### config.mk
export PLATFORM = sky130hd
export DESIGN_NAME = stk_pipe_tail_ctrl
export DESIGN_NICKNAME = d
export VERILOG_FILES = /design/src/rtl/stk_pipe_pkg.sv /design/src/rtl/stk_pipe_tail_ctrl.sv
export SDC_FILE = /design/constraint.sdc
export NUM_CORES = 1
export LEC_CHECK = 0
export ABC_AREA = 0
export CAP_MARGIN = 15
export CORE_MARGIN = 2
export CORE_UTILIZATION = 43
export CTS_BUF_LIST = sky130_fd_sc_hd__clkbuf_16
export CTS_CLUSTER_SIZE = 40
export DETAILED_ROUTE_END_ITERATION = 6
export PLACE_DENSITY = 0.76
export SLEW_MARGIN = 20
export SYNTH_ARGS = -nofsm -noshare
export SYNTH_HDL_FRONTEND = slang
export SYNTH_SLANG_ARGS = --single-unit
### constraint.sdc
create_clock -name clk -period 2.55 [get_ports clk]
set_clock_uncertainty 0.15 [all_clocks]
set_input_delay 0.51 -clock clk [delete_from_list [all_inputs] [get_ports clk]]
set_output_delay 0.51 -clock clk [all_outputs]
set_load 0.005 [all_outputs]
### src/rtl/stk_pipe_pkg.sv
// stk_pipe_pkg: shared types and constants for the stack pipeline tail-pointer path.
package stk_pipe_pkg;
    localparam int N_STK_IDS = 1024;
    typedef logic [9:0] tail_ptr_t;
    typedef logic [9:0] stk_id_t;
    typedef enum logic [1:0] {NOP = 2'b00, RD = 2'b01, WR = 2'b10, XCHG = 2'b11} tail_op_t;
    typedef enum logic [1:0] {INIT, RUN, XWR} ctrl_state_t;
endpackage

### src/rtl/stk_pipe_tail_ctrl.sv
// stk_pipe_tail_ctrl: initialises the tail SRAM, then serialises RD/WR/XCHG commands onto its single port.
module stk_pipe_tail_ctrl
    import stk_pipe_pkg::*;
#(
    parameter int        N_IDS    = N_STK_IDS,
    parameter tail_ptr_t INIT_PTR = 10'h000
) (
    input  logic       clk,
    input  logic       rst,
    input  logic       i_cmd_vld,
    input  logic [1:0] i_cmd_op,
    input  logic [9:0] i_cmd_id,
    input  logic [9:0] i_cmd_ptr,
    output logic       o_cmd_rdy,
    output logic       o_rsp_vld,
    output logic [9:0] o_rsp_id,
    output logic [9:0] o_rsp_ptr,
    output logic       o_init_done,
    output logic       o_err_op,
    output logic [9:0] o_sram_addr,
    output logic [9:0] o_sram_din,
    output logic       o_sram_ce,
    output logic       o_sram_oe,
    input  logic [9:0] i_sram_dout
);
    localparam int AW = $clog2(N_IDS);

    ctrl_state_t state;
    logic [AW:0] cnt;
    tail_op_t    cmd_op, r0_op;
    stk_id_t     r0_id;
    tail_ptr_t   r0_ptr;
    logic        r0_vld, acc;

    assign cmd_op    = tail_op_t'(i_cmd_op);
    assign acc       = i_cmd_vld && o_cmd_rdy;
    // SRAM data arrives the cycle after the read, aligned with the registered response strobe
    assign o_rsp_ptr = i_sram_dout;

    always_ff @(posedge clk) begin
        if (rst) begin
            state       <= INIT;
            cnt         <= '0;
            r0_vld      <= 1'b0;
            o_cmd_rdy   <= 1'b0;
            o_rsp_vld   <= 1'b0;
            o_init_done <= 1'b0;
            o_err_op    <= 1'b0;
            o_sram_ce   <= 1'b0;
            o_sram_oe   <= 1'b1;
        end else begin
            o_sram_ce <= 1'b0;
            o_sram_oe <= 1'b1;
            r0_vld    <= acc;
            o_err_op  <= acc && cmd_op == NOP;
            o_rsp_vld <= r0_vld && (r0_op == RD || r0_op == XCHG);
            o_rsp_id  <= r0_id;
            if (acc) begin
                r0_op  <= cmd_op;
                r0_id  <= i_cmd_id;
                r0_ptr <= i_cmd_ptr;
            end
            case (state)
                INIT: begin
                    if (cnt[AW]) begin
                        state       <= RUN;
                        o_init_done <= 1'b1;
                        o_cmd_rdy   <= 1'b1;
                    end else begin
                        o_sram_ce   <= 1'b1;
                        o_sram_oe   <= 1'b0;
                        o_sram_addr <= stk_id_t'(cnt[AW-1:0]);
                        o_sram_din  <= INIT_PTR;
                        cnt         <= cnt + 1'b1;
                    end
                end
                RUN: begin
                    if (acc && cmd_op != NOP) begin
                        o_sram_ce   <= 1'b1;
                        o_sram_oe   <= cmd_op != WR;
                        o_sram_addr <= i_cmd_id;
                        o_sram_din  <= i_cmd_ptr;
                    end
                    // exchange holds the port for its write-back cycle
                    if (acc && cmd_op == XCHG) begin
                        state     <= XWR;
                        o_cmd_rdy <= 1'b0;
                    end
                end
                XWR: begin
                    o_sram_ce   <= 1'b1;
                    o_sram_oe   <= 1'b0;
                    o_sram_addr <= r0_id;
                    o_sram_din  <= r0_ptr;
                    state       <= RUN;
                    o_cmd_rdy   <= 1'b1;
                end
                default: state <= INIT;
            endcase
        end
    end
endmodule

==> impl_metrics.ini <==
[clock_tree]
clk_pin_slew_worst_paths_ns = 0.05
holdBufCountCts = 0
ctsResizeCount = 0
htree_levels = 3
root_buffer = clkbuf_16
clkSinkCount = 71
cts_buffer_depth = 2
post-cts-setup-buffer-count = 0
cts_tree = built
numCtsBuffers = 9
clkLatencyLatePin_ns = 0.34

[synth]
syn_inst = 224
yosysTopAreaCellShare_pct = 53.68
synth.avg_cell_area_um2 = 12.74
synth_top_area_cell = edfxtp_1
synth_top_family_by_area = compound AO/OA/AOI/OAI gates
synth_xor_area_share_pct = 0.6140
yosys-top-cells-count = edfxtp_1 (51), a21oi_1 (21), a22oi_1 (20), dfxtp_1 (20), nor2_1 (18)
synth.distinct_cells = 29
ys_warn_count = 0
yosysSeqAreaShare_pct = 67.72
synth_area_leaders = edfxtp_1 (54%), dfxtp_1 (14%), a22oi_1 (5.3%)
ys.flop_type = edfxtp_1
yosysMostFrequentCell = edfxtp_1
synth-compound-area-share_pct = 11.80
syn_nets = 265
ys_async_sr_fraction_pct = 0
synth.area.mux_share_pct = 1.096
synthAdderAreaFrac_pct = 2.632
yosys.area_share.simple_pct = 11.27
synth_seq_cells = 71
netlist_area_mm2 = 0.002853
synth_edf_count = 51

[grt]
overflow = 0
grt_pass1_wl_um = 9087
grt_usage_pct = 16.74
antenna_found_initial = 0
first_global_vias = 1878
grt_max_degree = 27

[finish]
syn2layout_area_growth_pct = 33.86
fin_util_pct = 59.80
final_layout_size_suffix_gt1_share_pct = 8.711
n_antenna_cell = 0
fin_nets = 323

[timing]
max_freq_mhz = 500.0
setup-violations-final = 0
hold_viol = 0
finalCritPeriodShare_pct = 78.43
fin_tns_setup_ns = 0
drv_slew = 0
relSlewSlack_pct = 45.04
worst_pin_slew_ns = 0.8244
period_needed_ns = 2.000
rsz0062_at_grt = no

[routing]
routed_wl_um = 5979
drc = 0
wl_per_cell_um = 16.43
drtIter0Drc = 124
num_vias = 1946
detail-route-antenna-nets = 0
wl_met1_um = 2414
wl_met2_um = 2962
route.met3.wl_um = 447
viasPerCell = 5.346
drt_pass1_iterations = 4
top_layer = met4

[job]
maxCapViolCount = 0

[critical_path]
r2r_start = state[0]
rr_endpoint = o_sram_din[3]
worst-setup-path-type = register to output port
critical_path.top_delay_family = buffers and inverters
endpoint = o_cmd_rdy
r2r_slack_ns = 0.57
cp.required_ns = 1.89
critPathLaunch = o_cmd_rdy
arrival_ns = 1.34
cpPeakStageDelay_ns = 0.57
critPathBufInv = 1
start_kind = register
crit_path_max_fanout = 6
r2r_cells = 4
end_kind = output port
slowest_stage = clkdlybuf4s50_1
cp.depth = 1
path_cells = clkdlybuf4s50_1

[pwr]
power.leakage_nw = 1.281
vdd_drop_max_v = 0.0004737
p_per_area_mw_per_mm2 = 710.4

[floorplan]
coreArea_mm2 = 0.006386
die_area_mm2 = 0.007302
start_util_pct = 44.67
chipHeight_um = 85.45
rows = 29
boundaryPins = 81
dieWidth_um = 85.45

[hold_path]
hold_start = r0_id[9]
hp-class = register to register

[placed_design]
numPortBuffers = 60
dp_hpwl_um = 3952
gp_congestion = 0.7809

[status]
status = finished, final reports clean
[how the worst min path moves through the flow]
stage	end	slack, ns	cells past startpoint
after floorplan	o_rsp_id[0]	0.28	0
after global placement	o_rsp_id[8]	0.29	0
after detailed placement	o_rsp_id[6]	0.29	0
after CTS	o_rsp_id[9]	0.31	0
after global routing	o_rsp_id[6]	0.32	0
final	o_rsp_id[9]	0.31	0
[final cells by class]
class | count | area, um2
multi-input combinational | 126 | 788.3
clock inverter | 7 | 97.59
sequential | 71 | 1932
tap | 77 | 96.34
timing repair buffer | 67 | 653.1
clock buffer | 9 | 225.2
inverter | 7 | 26.28
fill | 494 | 2567
[flip-flops by register name (all words and copies together) (netlist names)]
signal	cells
r0_id	10
o_sram_ce	1
o_sram_oe	1
cnt	11
o_sram_din	10
o_rsp_vld	1
o_cmd_rdy	1
r0_op	1
o_init_done	1
o_sram_addr	10
o_rsp_id	10
r0_ptr	10
r0_vld	1
o_err_op	1
state	2
[cell families after synthesis]
logic type | Yosys count
muxes | 3
and+or+nand+nor | 62
AOI/OAI and AO/OA | 53
adders and majority gates | 6
buffers and inverters | 27
xor gates and xnor gates | 2
DFF | 71
[per-layer routing]
layer,vias up,GRT usage [%]
li1,943,-
met4,0,9.668
met2,78,27.06
met1,914,20.60
met5,-,0
met3,11,3.794
[layout by cell type (no fill, tap or decap)]
cell              n
nand4b_1          1
bufinv_16         2
clkinv_4          3
a21oi_1          20
clkinvlp_4        1
nand3_1           4
mux2_1            1
and3_1            1
clkdlybuf4s50_1  60
or4_1             4
mux2i_1           2
o31a_1            1
a21oi_2           1
o21ai_0           4
o211ai_1          1
nand2b_2          1
inv_1             7
nand4_1           3
clkinv_1          1
nor2_1           17
nor2_2            1
nand2_1          11
nor2b_1          12
nand3b_1          1
o31ai_1           5
o21a_1            1
ha_1              6
dfxtp_1          20
or3_1             3
buf_4             7
a22oi_1          20
edfxtp_1         51
clkbuf_16         9
nor4_1            3
xnor2_1           2
[through the flow]
step	setup slack, ns	std cells	power [mW]	cell area, um2	hold WS [ns]
2_1_floorplan	0.03628	224	1.324	2853	0.2774
3_3_place_gp	0.4664	348	1.394	3496	0.2853
3_5_place_dp	0.4314	348	1.397	3496	0.2914
4_1_cts	0.5589	364	2.725	3819	0.3077
5_1_grt	0.4569	364	2.776	3819	0.3153
6_report	0.5500	364	2.713	3819	0.3051
[power by group]
group | internal [mW] | switching (mW) | total (mW)
registers | 1.25 | 0.00997 | 1.26
clock network | 0.857 | 0.483 | 1.34
logic | 0.0665 | 0.0453 | 0.112
total | 2.17 | 0.538 | 2.71
(Power assumes the default switching activity.)
